### src/rtl/pe_feeder.sv
// pe_feeder: streams source vectors into the edge of a systolic PE array.
//
// A job is requested with a start pulse in IDLE. The feeder clears the PE
// accumulators for one cycle (pe_en low), streams k_len vectors (inserting
// all-zero bubbles on stall cycles), drains the skew pipeline, then pulses
// done for one cycle.
//
// Build option: define PE_FEEDER_SKEW_EN to delay lane i by i+1 cycles
// (systolic skew) and drain with LANES-1 flush cycles. Without it every lane
// has a latency of one cycle and FLUSH is skipped.
//
// Ports:
//   clk        single clock, rising edge
//   rst        asynchronous active-high reset
//   start      job request, only honoured in IDLE
//   k_len      vectors per job, latched on an accepted start
//   s_valid    source vector valid
//   s_ready    feeder accepts a vector this cycle (only in STREAM)
//   s_data     source vector, lane i in bits [i*DW +: DW]
//   lane_data  per-lane operand to the PE edge, same packing
//   lane_done  per-lane last-element flag, travels with its lane data
//   pe_en      PE enable, low only in CLEAR and reset
//   busy       job active (CLEAR, STREAM, FLUSH, FIN)
//   done       one-cycle job-complete pulse, the cycle after FIN
module pe_feeder #(
    parameter int LANES = 4,
    parameter int DW    = 16
) (
    input  logic                  clk,
    input  logic                  rst,
    input  logic                  start,
    input  logic [7:0]            k_len,
    input  logic                  s_valid,
    output logic                  s_ready,
    input  logic [LANES*DW-1:0]   s_data,
    output logic [LANES*DW-1:0]   lane_data,
    output logic [LANES-1:0]      lane_done,
    output logic                  pe_en,
    output logic                  busy,
    output logic                  done
);

    localparam logic [2:0] S_IDLE   = 3'd0;
    localparam logic [2:0] S_CLEAR  = 3'd1;
    localparam logic [2:0] S_STREAM = 3'd2;
    localparam logic [2:0] S_FLUSH  = 3'd3;
    localparam logic [2:0] S_FIN    = 3'd4;

    logic [2:0]          state;
    logic [2:0]          next_state;
    logic [7:0]          remaining;
    logic                handshake;
    logic                last_hs;
    logic [LANES*DW-1:0] entry_data;
    logic                entry_done;

    // s_ready is registered and high exactly while in STREAM
    assign handshake = s_valid & s_ready;
    assign last_hs   = handshake & (remaining == 8'd1);

`ifdef PE_FEEDER_SKEW_EN
    localparam int FW = $clog2(LANES);
    logic [FW-1:0] flush_cnt;

    // Flush counter: counts FLUSH cycles, held at zero elsewhere
    always_ff @(posedge clk or posedge rst) begin
        if (rst) begin
            flush_cnt <= '0;
        end else if (state == S_FLUSH) begin
            flush_cnt <= flush_cnt + {{(FW-1){1'b0}}, 1'b1};
        end else begin
            flush_cnt <= '0;
        end
    end
`endif

    // Next-state logic
    always_comb begin
        next_state = state;
        case (state)
            S_IDLE: begin
                if (start) next_state = S_CLEAR;
                else       next_state = S_IDLE;
            end
            S_CLEAR: begin
                if (remaining != 8'd0) next_state = S_STREAM;
                else                   next_state = S_FIN;
            end
            S_STREAM: begin
`ifdef PE_FEEDER_SKEW_EN
                if (last_hs) next_state = S_FLUSH;
`else
                if (last_hs) next_state = S_FIN;
`endif
                else         next_state = S_STREAM;
            end
            S_FLUSH: begin
`ifdef PE_FEEDER_SKEW_EN
                // LANES-1 flush cycles lets the last lane's data emerge in FIN
                if (flush_cnt == FW'(LANES - 2)) next_state = S_FIN;
                else                             next_state = S_FLUSH;
`else
                next_state = S_FIN;
`endif
            end
            S_FIN:   next_state = S_IDLE;
            default: next_state = S_IDLE;
        endcase
    end

    // Lane entry: vector on handshake, otherwise an all-zero bubble
    always_comb begin
        entry_data = '0;
        entry_done = 1'b0;
        if (handshake) begin
            entry_data = s_data;
            entry_done = last_hs;
        end else begin
            entry_data = '0;
            entry_done = 1'b0;
        end
    end

    // FSM state, job length counter and registered status outputs
    always_ff @(posedge clk or posedge rst) begin
        if (rst) begin
            state     <= S_IDLE;
            remaining <= 8'd0;
            s_ready   <= 1'b0;
            busy      <= 1'b0;
            pe_en     <= 1'b0;
            done      <= 1'b0;
        end else begin
            state <= next_state;
            if (state == S_IDLE && start) begin
                remaining <= k_len;
            end else if (handshake) begin
                remaining <= remaining - 8'd1;
            end
            s_ready <= (next_state == S_STREAM);
            busy    <= (next_state != S_IDLE);
            pe_en   <= (next_state != S_CLEAR);
            done    <= (state == S_FIN);
        end
    end

    for (genvar i = 0; i < LANES; i++) begin : g_lane
`ifdef PE_FEEDER_SKEW_EN
        // Lane i is a chain of i+1 stages; data and done flag shift together
        logic [i:0][DW-1:0] sr_data;
        logic [i:0]         sr_done;

        // Skew shift register for lane i
        always_ff @(posedge clk or posedge rst) begin
            if (rst) begin
                sr_data <= '0;
                sr_done <= '0;
            end else begin
                sr_data[0] <= entry_data[i*DW +: DW];
                sr_done[0] <= entry_done;
                for (int j = 1; j <= i; j++) begin
                    sr_data[j] <= sr_data[j-1];
                    sr_done[j] <= sr_done[j-1];
                end
            end
        end

        assign lane_data[i*DW +: DW] = sr_data[i];
        assign lane_done[i]          = sr_done[i];
`else
        logic [DW-1:0] st_data;
        logic          st_done;

        // Single aligned stage for lane i
        always_ff @(posedge clk or posedge rst) begin
            if (rst) begin
                st_data <= '0;
                st_done <= 1'b0;
            end else begin
                st_data <= entry_data[i*DW +: DW];
                st_done <= entry_done;
            end
        end

        assign lane_data[i*DW +: DW] = st_data;
        assign lane_done[i]          = st_done;
`endif
    end

endmodule

### config.mk
export PLATFORM = sky130hd
export DESIGN_NAME = pe_feeder
export DESIGN_NICKNAME = d
export VERILOG_FILES = /design/src/rtl/pe_feeder.sv
export SDC_FILE = /design/constraint.sdc
export NUM_CORES = 1
export LEC_CHECK = 0
export BUFFER_PORTS_ARGS = -buffer_cell sky130_fd_sc_hd__clkbuf_2
export CAP_MARGIN = 20
export CORE_MARGIN = 2
export CORE_UTILIZATION = 35
export CTS_CLUSTER_SIZE = 8
export DETAILED_ROUTE_END_ITERATION = 10
export GPL_ROUTABILITY_DRIVEN = 0
export PLACE_DENSITY_LB_ADDON = 0.3
export SLEW_MARGIN = 25
export SYNTH_ARGS = -nofsm -noshare
export SYNTH_HDL_FRONTEND = slang
export SYNTH_SLANG_ARGS = --single-unit
### constraint.sdc
create_clock -name clk -period 4.22 [get_ports clk]
set_input_delay 0.211 -clock clk [delete_from_list [all_inputs] [get_ports clk]]
set_output_delay 0.211 -clock clk [all_outputs]
set_load 0.1 [all_outputs]
==> results of run 1 <==
## metrics by stage
step / instance area [sq um] / utilization, % / worst slack, ns / power (W) / instances
final: 3900 / 48.0 / 2.12 / 0.00279 / 476
after detailed placement: 3680 / 45.2 / 2.05 / 0.00223 / 459
after global placement: 3680 / 45.2 / 2.12 / 0.00222 / 459
after CTS: 3900 / 48.0 / 2.05 / 0.00283 / 476
after floorplan: 2900 / - / 1.96 / 0.00202 / 227
after global routing: 3900 / 48.0 / 1.89 / 0.00294 / 476
## area by class of cell
cell class,count,area share [%]
sequential,80,51.3
clock inverter,4,1.31
clock buffer,12,4.23
tap,105,3.37
timing repair buffer,149,19.3
inverter,4,0.417
multi-input combinational,122,20.0
## layout by cell type, fill, tap and decap left out, types with 2 or more instances in the layout
master	instances
o211ai_1	3
o21ai_0	4
clkbuf_8	12
nor2_1	5
nor3b_1	3
or4_1	4
and3_1	64
nand2_1	9
ha_1	3
clkbuf_2	146
nand4_1	2
clkinv_2	2
nand3_1	7
dfrtp_1	79
a31oi_1	2
a22o_1	2
inv_1	2
## path summary, 6_finish.rpt
check / end / startpoint / cells after the start
setup reg to reg: remaining[4]$_DFFE_PP0P_ / s_ready$_DFF_PP0_ / 3
hold / removal: remaining[5]$_DFFE_PP0P_ / k_len[5] / 3
max in group asynchronous: s_ready$_DFF_PP0_ / rst / 4
setup / recovery: s_ready / s_ready$_DFF_PP0_ / 1
min in group asynchronous: g_lane[1].st_data[11]$_DFF_PP0_ / rst / 3
hold reg to reg: g_lane[3].st_done$_DFF_PP0_ / remaining[7]$_DFFE_PP0P_ / 1
## synth_stat cells
master / number
o31ai_1: 1
o311ai_0: 1
and3_1: 64
a22o_1: 2
nand4bb_1: 1
nor3_1: 1
or4_1: 4
o211ai_1: 3
or4b_1: 1
inv_1: 3
and2_1: 1
buf_6: 1
nor3b_1: 3
ha_1: 3
inv_2: 1
nand4b_1: 1
o21ai_0: 4
nor4_1: 1
buf_2: 2
nor2_1: 5
xnor2_1: 1
nand3_1: 7
or4b_2: 1
a31oi_1: 2
nand4_1: 2
clkbuf_1: 14
buf_4: 4
or3_1: 1
xor2_1: 1
dfrtp_1: 80
and4b_1: 1
nand2_1: 9
or4_4: 1
## kinds of logic (layout without fill, tap and decap cells)
family,Yosys count,after routing
simple gates,104,104
xor+xnor,2,2
buf+inv,25,169
flops,80,80
compound gates,13,13
fa+ha+maj,3,3
## report_power, final
part | switching (W) | internal, W | total, W
Combinational | 0.000919 | 0.000217 | 0.00114
Clock | 0.000267 | 0.000322 | 0.000588
Sequential | 0.000154 | 0.000910 | 0.00106
## state kept, by name, summed over array words and instances (netlist names)
name            count
g_lane.st_data     64
remaining           8
state               3
busy                1
done                1
g_lane.st_done      1
pe_en               1
s_ready             1
## per-layer routing
metal | part of all wire, % | routed length [um]
met1 | 44 | 2740
met2 | 47 | 2960
met3 | 7.5 | 472
met4 | 1.7 | 109
met5 | 0 | 0
## timing repair
item | in CTS | in global routing
hold buffers | 1 | 0
endpoints found under the hold margin | 39 | 0
endpoints found under the setup margin | 0 | 0
==> impl_results.md, run 1 <==
* Status: completed
* WS Path Type: reg2out
* Met1 usage at a little under a fifth
* Post-synthesis xor/xnor area fraction at 0.603%
* Port buffer count at about 150
* Leakage Power at 2.33 nW
* Share of cells above drive strength 1 at between 40% and 50%
* Overall routing resource usage at 14.3%
* DRC Markers at 0
* Total power per unit cell area at slightly above 700 nW/um^2
* Fin crit share at roughly 50%
* Vias in the first global route at around 2100
* Routed Antenna Nets at 0
* Worst-skew pair later-pin latency at 0.34 ns
* Post-Synthesis Cell Area at ~2900 sq um
* Via/cell ratio at about 4.6
* CORE AREA at 8130 sq um
* Crit end category: output pin
* CP Buf/Inv Count at 1
* Final setup fails at 0
* Post-synthesis simple-gate area fraction at between 20% and 30%
* Synth Area in Compound Gates at 3.06%
* Syn Area/Cell at approximately 13 sq um
* Hpwl dp at 4330 um
* Maximum Capacitance Violations at 0
* Synth warn at 0
* Root buffer cell: clkbuf_8
* Hold slack at between 0.06 and 0.07 ns
* ANT cells at 0
* H-tree level count at 3
* Filler cell count at between 700 and 800
* First-pass iteration count of the detailed router at 4
* Worst path arrival time at 1.89 ns
* Routed Wire Length at 6280 um
* # rows at 33
* Worst path slowest cell: dfrtp_2
* Startpoint class of the critical path: register
* Largest vdd supply drop at around 0.00025 V
* CTS sink count at 80
* Post-Synth Adder-Cell Area at around 1.3%
* First-pass GRT wire length at between 9000 and 10000 um
* Max-Slew Margin vs Limit at 38.3%
* Met2 GRT Util at 22.4%
* Max-slew violations at 0
* Initial antenna violation count at 0
* Die Ht at between 90 and 100 um
* Mux share of post-synthesis cell area at 0%
* Routed len/inst at ~13 um
* Synth Instances at 227
* DR iter-0 viols at 61
* Crit-path leading delay family: flip-flops
* Synth Net Count at 306
* Final Hold Fails at 0
* Post-synth top area share at between 60 and 70%
* CTS tree: yes
* Fin nets at around 450
* Boundary pin count at between 100 and 150
* Largest area contributor in the netlist: dfrtp_1
* Grt met3 use at between 4 and 5%
* Worst-path fanout max at 70
* Min Tclk post-route at between 2 and 2.5 ns
* Post-CTS Setup Inserts at 0
* Global route hottest layer: met2
* Critical path's largest stage delay at about 0.93 ns
* Main combinational cell family by area after synthesis: simple AND/OR/NAND/NOR gates
* DIE AREA at between 9000 and 10000 sq um
* Yosys cell types at 33
* Total global routing overflow at 0
* Post_cts resized at 0
* CTS buffer count at 9
* Post-synthesis sequential area ratio at roughly 69%
* Die Width at around 95 um
* Area grow syn2layout at 34.4%
* Slew at the pin closest to its max-slew limit at 0.925 ns
* Largest net degree at the start of global routing at 71
* FF-to-FF setup slack at approximately 2.1 ns
* CTS clk-pin slew, worst paths at 0.08 ns
* Largest cells by area after synthesis: dfrtp_1, and3_1, clkbuf_1
* Crit-path cells: clkbuf_2
* Critical Path RT at approximately 4 ns
* Routed via count at 2211
* CTS Buffer Depth at 2
* Min-Delay Path Class: in2reg
* Multi-input logic area at ~780 sq um
* Post-Route Setup TNS at 0 ns
* Initial core utilization at 35.7%
* Flop and latch count out of synthesis at 80
* Setup Skew at approximately 0.0063 ns
* RSZ-0062 raised after global routing: no
* Register area at roughly 2000 sq um
* F_max at 477 MHz
Power figures use the tool's default switching activity.
==> inputs of run 2 (changes only) <==
==> constraint.sdc (replaced) <==
create_clock -name clk -period 1.78 [get_ports clk]
set_input_delay 0.089 -clock clk [delete_from_list [all_inputs] [get_ports clk]]
set_output_delay 0.089 -clock clk [all_outputs]
set_load 0.1 [all_outputs]
==> run 2 against run 1 <==
Effect of this change: worst hold slack got worse by 0.048 ns; first-iteration DRC count is 26% lower; power grew 140%; sequential share of layout area down 8.4 points; setup slack worse by 2.0 ns; die area unchanged; global-route usage rose by 3.4 points; clock power is 110% higher; core utilization rose by 9.4 points; sequential power is 120% higher; critical path type is now reg2reg.
==> impl_results.md, run 2 (synthesized netlist as in run 1, its figures left out) <==
* Status: completed (unchanged)
* WS Path Type: reg2reg (was reg2out)
* Routed len/inst at 13.6 um (was 13.2 um)
* Post-route cell area at 4670 sq um (was 3900 sq um)
* Worst path slowest cell: or4_4 (was dfrtp_2)
* DR top layer: met4 (unchanged)
* Final setup fails at 0 (unchanged)
* Hpwl dp at 4800 um (was 4330 um)
* H-tree level count at 3 (unchanged)
* Met3 wire length at 411 um (was 472 um)
* Max-Slew Margin vs Limit at 62.3% (was 38.3%)
* Max-slew violations at 0 (unchanged)
* Critical Path RT at 2.05 ns (was 4.01 ns)
* Die Width at 95.1 um (unchanged)
* Post-Route Setup TNS at 0 ns (unchanged)
* ANT cells at 0 (unchanged)
* Maximum Capacitance Violations at 0 (unchanged)
* Total global routing overflow at 0 (unchanged)
* CTS sink count at 80 (unchanged)
* Leakage Power at 2.64 nW (was 2.33 nW)
* Hold path start: s_data[54] (was k_len[5])
* Largest net degree at the start of global routing at 67 (was 71)
* Setup Skew at 0.0103 ns (was 0.00630 ns)
* Wire length on met2 at 3920 um (was 2960 um)
* Vias in the first global route at 2530 (was 2105)
* Worst path arrival time at 1.91 ns (was 1.89 ns)
* Slew at the pin closest to its max-slew limit at 0.567 ns (was 0.925 ns)
* F_max at 610 MHz
* Startpoint class of the critical path: register (unchanged)
* CTS Buffer Depth at 2 (unchanged)
* Path depth of the worst reg2reg path at 3 (unchanged)
* Max reg flops at 64 (unchanged)
* DRC Markers at 0 (unchanged)
* Routed Wire Length at 7570 um (was 6280 um)
* Routed Antenna Nets at 0 (unchanged)
* Hold slack at 0.0134 ns (was 0.0613 ns)
* Worst-path fanout max at 5 (was 70)
* Fin nets at 524 (was 445)
* Crit-path cells: or4_4 > or4_1 > a31oi_1 (was clkbuf_2)
* Worst-skew pair later-pin latency at 0.34 ns (about the same)
* DR iter-0 viols at 45 (was 61)
* Die Ht at 95.1 um (unchanged)
* Min-Delay Path Class: in2reg (unchanged)
* Hold EP: g_lane[3].st_data[6]$_DFF_PP0_ (was remaining[5]$_DFFE_PP0P_)
* Filler cell count at 711 (was 762)
* Port buffer count at 147 (unchanged)
* Initial antenna violation count at 0 (unchanged)
* DIE AREA at 9040 sq um (unchanged)
* CTS clk-pin slew, worst paths at 0.08 ns (about the same)
* Boundary pin count at 148 (unchanged)
* Reg-to-reg startpoint: remaining[4]$_DFFE_PP0P_ (was s_ready$_DFF_PP0_)
* Critical path's largest stage delay at 0.51 ns (was 0.93 ns)
* First-pass iteration count of the detailed router at 4 (unchanged)
* Reg-to-Reg End: remaining[7]$_DFFE_PP0P_ (was remaining[4]$_DFFE_PP0P_)
* Routed via count at 2553 (was 2211)
* RSZ-0062 raised after global routing: no (unchanged)
* CORE AREA at 8130 sq um (unchanged)
* CTS tree: yes (unchanged)
* FF-to-FF setup slack at 0.14 ns (was 2.13 ns)
* Area after DPL at 3770 sq um (was 3680 sq um)
* Crit end category: register (was output pin)
* Largest registers: g_lane.st_data (64), remaining (8), state (3) (unchanged)
* Largest vdd supply drop at 0.000650 V (was 0.000250 V)
* Final Hold Fails at 0 (unchanged)
* Final Total Pwr at 0.00672 W (was 0.00279 W)
* Total power per unit cell area at 1440 nW/um^2 (was 715 nW/um^2)
* WHS Path Cells at 2 (was 3)
* CTS buffer count at 9 (unchanged)
* Share of cells above drive strength 1 at 39.3% (was 45.6%)
* Fin crit share at about 92%
* Area grow syn2layout at 60.7% (was 34.4%)
* Min Tclk post-route at about 1.6 ns
* Most frequent cells in the layout: clkbuf_2, dfrtp_1, dlygate4sd3_1 (was clkbuf_2, dfrtp_1, and3_1)
* Wire length on met1 at 3080 um (was 2740 um)
* Biggest register: g_lane.st_data (unchanged)
* Commonest non-fill, non-tap cell in the layout: clkbuf_2 (unchanged)
* First-pass GRT wire length at 12100 um (was 9750 um)
* Overall routing resource usage at 17.7% (was 14.3%)
* Initial core utilization at 35.7% (unchanged)
* # rows at 33 (unchanged)
* Via/cell ratio at 4.60 (was 4.64)
* Root buffer cell: clkbuf_8 (unchanged)
## run 2: timing repair
item	4_1_cts	5_1_grt
resized for setup	0	0
setup buffers	0	0
setup endpoints to repair	0	0
hold endpoints to repair	150	0
hold buffers	71	0
## run 2: cell type report
| class | instances | area (sq um) | share of cell area (%) |
|---|---|---|---|
| Sequential cell | 80 | 2000 | 42.9 |
| Timing Repair Buffer | 228 | 1550 | 33.2 |
| Multi-Input combinational cell | 122 | 782 | 16.8 |
| Clock buffer | 11 | 141 | 3.03 |
| Tap cell | 105 | 131 | 2.82 |
| Clock inverter | 5 | 40.0 | 0.858 |
| Inverter | 4 | 18.8 | 0.402 |
## run 2: metrics by stage
stage / cells / utilization (%) / setup WS, ns
floorplan: 227 / - / 0.0599
global route: 555 / 57.4 / 0.0472
finish: 555 / 57.4 / 0.140
detailed placement: 468 / 46.4 / 0.154
global placement: 468 / 46.4 / 0.157
CTS: 555 / 57.4 / 0.137
## run 2: metal layers
| layer | vias up | track usage [%] |
|---|---|---|
| li1 | 1231 | - |
| met1 | 1213 | 21.2 |
| met2 | 95 | 30.2 |
| met3 | 14 | 4.74 |
| met4 | 0 | 7.37 |
| met5 | - | 0 |
## run 2: report_power, final
part | internal (W) | switching (W) | leakage [nW]
Combinational | 0.000724 | 0.00242 | 1.49
Sequential | 0.00216 | 0.000199 | 1.07
Clock | 0.000552 | 0.000657 | 0.0822
## run 2: how the worst max path moves through the flow
stage	cells after the start	end	from
global placement	3	remaining[7]$_DFFE_PP0P_	remaining[3]$_DFFE_PP0P_
floorplan	3	remaining[4]$_DFFE_PP0P_	s_ready$_DFF_PP0_
global route	4	remaining[4]$_DFFE_PP0P_	state[1]$_DFF_PP0_
CTS	3	remaining[7]$_DFFE_PP0P_	remaining[3]$_DFFE_PP0P_
finish	3	remaining[7]$_DFFE_PP0P_	remaining[4]$_DFFE_PP0P_
detailed placement	3	remaining[7]$_DFFE_PP0P_	remaining[3]$_DFFE_PP0P_
## run 2: worst max-delay path, delay by kind of cell, from the launching register on
family          cells  cell delay [ns]
compound gates      1             0.16
flops               1             0.43
simple gates        2             0.98
